<file path="src/rtl/conv3x3_window_mac.sv">
// conv3x3_window_mac: 3-stage 3x3 multiply-accumulate with bias, ReLU/shift/clamp output and global stall.
module conv3x3_window_mac #(
    parameter int STREAM_DATA_WIDTH = 72,
    parameter int ACC_WIDTH         = 24,
    parameter int BIAS_WIDTH        = 16,
    parameter int OUT_SHIFT         = 4
) (
    input  logic                         clk,
    input  logic                         reset,
    input  logic [STREAM_DATA_WIDTH-1:0] window_data,
    input  logic                         window_valid,
    output logic                         window_rdy,
    input  logic [STREAM_DATA_WIDTH-1:0] weight_data,
    input  logic [BIAS_WIDTH-1:0]        bias_data,
    input  logic                         weight_load,
    output logic [ACC_WIDTH-1:0]         conv_sum,
    output logic [7:0]                   conv_pixel,
    output logic                         conv_valid,
    input  logic                         conv_rdy,
    output logic                         busy
);
    logic [STREAM_DATA_WIDTH-1:0]  weights;
    logic signed [BIAS_WIDTH-1:0]  bias, b1, b2;
    logic signed [16:0]            prod_c [9];
    logic signed [16:0]            p1 [9];
    logic signed [ACC_WIDTH-1:0]   ps_c [3];
    logic signed [ACC_WIDTH-1:0]   ps [3];
    logic signed [ACC_WIDTH-1:0]   sum_c, shifted;
    logic [7:0]                    pix_c;
    logic                          v1, v2, v3, advance, accept;

    assign advance    = !v3 || conv_rdy;
    assign window_rdy = advance && !reset;
    assign accept     = window_valid && window_rdy;
    assign conv_valid = v3;
    assign busy       = v1 || v2 || v3;

    // pixels are unsigned, so widen with a zero before the signed multiply
    for (genvar k = 0; k < 9; k++) begin : g_prod
        assign prod_c[k] = 17'($signed({1'b0, window_data[8*k +: 8]})) * 17'($signed(weights[8*k +: 8]));
    end

    for (genvar j = 0; j < 3; j++) begin : g_psum
        assign ps_c[j] = ACC_WIDTH'(p1[3*j]) + ACC_WIDTH'(p1[3*j+1]) + ACC_WIDTH'(p1[3*j+2]);
    end

    assign sum_c   = ps[0] + ps[1] + ps[2] + ACC_WIDTH'(b2);
    assign shifted = sum_c >>> OUT_SHIFT;
    // shifted is non-negative whenever the sum is positive, so any high bit means overflow
    assign pix_c   = (sum_c[ACC_WIDTH-1] || sum_c == '0) ? 8'd0 :
                     (|shifted[ACC_WIDTH-1:8]) ? 8'd255 : shifted[7:0];

    always_ff @(posedge clk) begin
        if (reset) begin
            weights    <= '0;
            bias       <= '0;
            p1         <= '{default: '0};
            b1         <= '0;
            ps         <= '{default: '0};
            b2         <= '0;
            conv_sum   <= '0;
            conv_pixel <= '0;
            v1         <= 1'b0;
            v2         <= 1'b0;
            v3         <= 1'b0;
        end else begin
            if (weight_load) begin
                weights <= weight_data;
                bias    <= bias_data;
            end
            if (advance) begin
                v1 <= accept;
                if (accept) begin
                    p1 <= prod_c;
                    b1 <= bias;
                end
                v2         <= v1;
                ps         <= ps_c;
                b2         <= b1;
                v3         <= v2;
                conv_sum   <= sum_c;
                conv_pixel <= pix_c;
            end
        end
    end
endmodule

</file>
<file path="config.mk">
export PLATFORM = sky130hd
export DESIGN_NAME = conv3x3_window_mac
export DESIGN_NICKNAME = d
export VERILOG_FILES = /design/src/rtl/conv3x3_window_mac.sv
export SDC_FILE = /design/constraint.sdc
export NUM_CORES = 2
export LEC_CHECK = 0
export ABC_AREA = 0
export BUFFER_PORTS_ARGS = -buffer_cell sky130_fd_sc_hd__buf_2
export CAP_MARGIN = 20
export CORE_MARGIN = 8
export CORE_UTILIZATION = 55
export DETAILED_ROUTE_END_ITERATION = 10
export PLACE_DENSITY = 0.7
export REMOVE_ABC_BUFFERS = 1
export SETUP_SLACK_MARGIN = 0.1
export SYNTH_ARGS = -nofsm -noshare
export SYNTH_HDL_FRONTEND = slang
export SYNTH_SLANG_ARGS = --single-unit
</file>
<file path="constraint.sdc">
create_clock -name clk -period 4.9 [get_ports clk]
set_clock_uncertainty 0.05 [all_clocks]
set_input_delay 0.49 -clock clk [delete_from_list [all_inputs] [get_ports clk]]
set_output_delay 0.49 -clock clk [all_outputs]
set_load 0.02 [all_outputs]
</file>
==> metrics.cfg <==
[global_routing]
antenna_found_initial=1
grt_max_degree=176
grt_usage_pct=23.1
grt_pass1_vias=28700
gr-total-overflow=0
grt_first_pass_wirelength_mm=144

[drt]
drtAntennaViolNets=0
drtIter0Drc=1510
wl_per_cell_um=16.0
wl_met1_mm=39.6
drc=0
wirelength_mm=85.4
top_layer_used=met4
vias=28100
routed_via_density=5.27
dr_wl_met2_mm=40.8
route.met3.wl_mm=3.35
first_pass_iters=5

[min_path]
hold_path.class=in2reg

[clocking]
cts_tree=yes
clkTransAtPathRegs_ps=60
clk_latency_ps=610
cts_root_buf=clkbuf_16
cts.sinks=365
numCtsBuffers=46
htree_levels=2
ctsHoldBuffers=0
cts.path.max_buffers=3

[timing]
hold_viol=0
relSlewSlack_pct=32.1
holdWs_ps=73.9
fin_crit_sh_pct=93.3
layout_setup_ws_ps=328
worst_pin_slew_ps=1020
drv_slew=0
rsz0062_at_grt=yes
setup_violations=0
fmax_ghz=0.219
fin_crit_ps=4570

[final_layout]
final_util_pct=61.1
drive_above_1_share_pct=9.16
finalNetCount=5467
syn2layout_area_growth_pct=10.5
n_antenna_cell=0

[worst_setup_path]
arrival_ps=5000
rr_worst_depth=17
path_class=reg2reg
cp-startpoint=weights[42]
crit_fanout=6
rr_endpoint=p1[67]
worstSetupEndpoint=p1[67]
startpoint_type=flip-flop
required_ps=5330
crit_path_end_kind=flip-flop
regToRegSetupSlack_ps=330
r2r-start=weights[42]

[yosys]
synth-async-reset-ratio_pct=0
synth_flop_cell=dfxtp_1
syn_area_mm2=0.0370
netlist.top_cell.by_area=fa_1
synth_enable_flop_cells=0
synth_seq_cells=365
yosysMostFrequentCell=inv_1
ys_seq_area_share_pct=19.7
synthCells=4229
yosys_warnings=0
ys_top_cells_by_count=inv_1 (678), nand2_1 (525), ha_1 (459)
yosys.cell_types.count=62
synth_area_leaders=fa_1 (23%), dfxtp_1 (20%), ha_1 (16%)
avgSynthCellArea_um2=8.75
synth_top_cell_area_share_pct=23.0

[power]
vdd_ir_drop_max_v=0.000244
power_mw=12.0
leakage_nw=20.8
p_per_area_mw_per_mm2=294

[flow_run]
drv_cap=0

[die]
rows=95
core_mm2=0.0669
die_y_um=275
fp.dieArea_mm2=0.0758
initial_core_util_pct=55.3
die_w_um=275
boundaryPins=200

[place]
dp_hpwl_mm=67.4
io_buffers=199
dp_slack_ps=-4.15
gp_congestion=0.899

[status]
status=completed

==> registers in the layout, summed over array words and instances, names as in the netlist <==
signal	cells
b1	16
b2	16
bias	16
conv_pixel	8
conv_sum	24
conv_valid	1
p1	153
ps	57
v1	1
v2	1
weights	72
==> per-layer routing <==
layer / track usage [%] / vias to the layer above
met4: 4.93 / 0
met1: 31.5 / 13700
li1: - / 13900
met5: 0 / -
met3: 2.77 / 96
met2: 39.2 / 452
==> cells by family (layout without fill, tap and decap cells) <==
logic type	after synthesis	after routing	synth area share, %
adders and majority gates	885	885	38.6
DFF	365	365	19.7
and+or+nand+nor	1437	1437	19.4
buffers and inverters	805	1031	8.17
muxes	91	91	2.46
AOI/OAI and AO/OA	507	507	8.36
xor gates and xnor gates	139	139	3.29
==> worst max-delay path, stage by stage, from the launching register on <==
cell,delay (ps)
dfxtp_1,380
and2_1,180
fa_1,440
inv_1,90
fa_1,430
fa_1,500
fa_1,490
inv_1,40
ha_1,290
nor2b_1,150
o21ai_0,200
a21oi_1,120
o21ai_1,180
a21oi_1,110
a41o_1,260
o41a_1,320
xnor2_1,140
o21ai_0,80
==> worst min-delay path by stage <==
| stage | slack (ps) | cells after the start | start | endpoint |
|---|---|---|---|---|
| finish | 70 | 3 | weight_data[51] | weights[51] |
| global route | 50 | 3 | weight_data[29] | weights[29] |
| CTS | 30 | 3 | weight_data[51] | weights[51] |
| detailed placement | 380 | 2 | bias[13] | b1[13] |
| global placement | 380 | 2 | bias[15] | b1[15] |
| floorplan | 360 | 2 | bias[0] | b1[0] |
==> cell type report <==
cell class	count	area (µm²)
clock buffers	56	1230
clock inverters	30	400
fillers	6001	26000
inverters	679	2550
multi-input cells	3059	26700
flip-flops and latches	365	7340
well taps	873	1090
repair buffers	266	1550
==> cells in the final DEF, fill, tap and decap left out, types with 11 or more instances in the layout <==
| cell type | count |
|---|---|
| inv_1 | 678 |
| nand2_1 | 524 |
| ha_1 | 459 |
| fa_1 | 426 |
| dfxtp_1 | 342 |
| and2_1 | 282 |
| nor2_1 | 249 |
| buf_2 | 197 |
| a21oi_1 | 176 |
| nand3b_1 | 145 |
| o21ai_0 | 135 |
| mux2i_1 | 91 |
| xor2_1 | 78 |
| buf_4 | 64 |
| nand2b_1 | 63 |
| xnor2_1 | 61 |
| clkbuf_16 | 47 |
| nand3_1 | 41 |
| nor3_1 | 37 |
| nor2b_1 | 35 |
| a21o_1 | 28 |
| dfxtp_2 | 23 |
| a211oi_1 | 22 |
| o21ai_1 | 16 |
| o31ai_1 | 14 |
| or2_2 | 12 |
| or3_1 | 11 |
==> report_power, final <==
group / internal, mW / switching (mW) / total, mW
combinational: 1.92 / 2.68 / 4.60
sequential: 3.37 / 0.384 / 3.75
clock: 2.19 / 1.49 / 3.67
==> through the flow <==
step | instance area [µm²] | setup TNS, ps | cells
after global routing | 40900 | 0 | 5328
after CTS | 40800 | 0 | 5327
final | 40900 | 0 | 5328
after detailed placement | 39200 | -4.15 | 5241
after floorplan | 36500 | -395310 | 4103
after global placement | 39200 | 0 | 5241
==> timing repair <==
| action | CTS | global route |
|---|---|---|
| buffers inserted | 0 | 1 |
| endpoints found under the setup margin | 0 | 23 |
| gates resized for setup | 0 | 47 |
(Power assumes the default switching activity.)
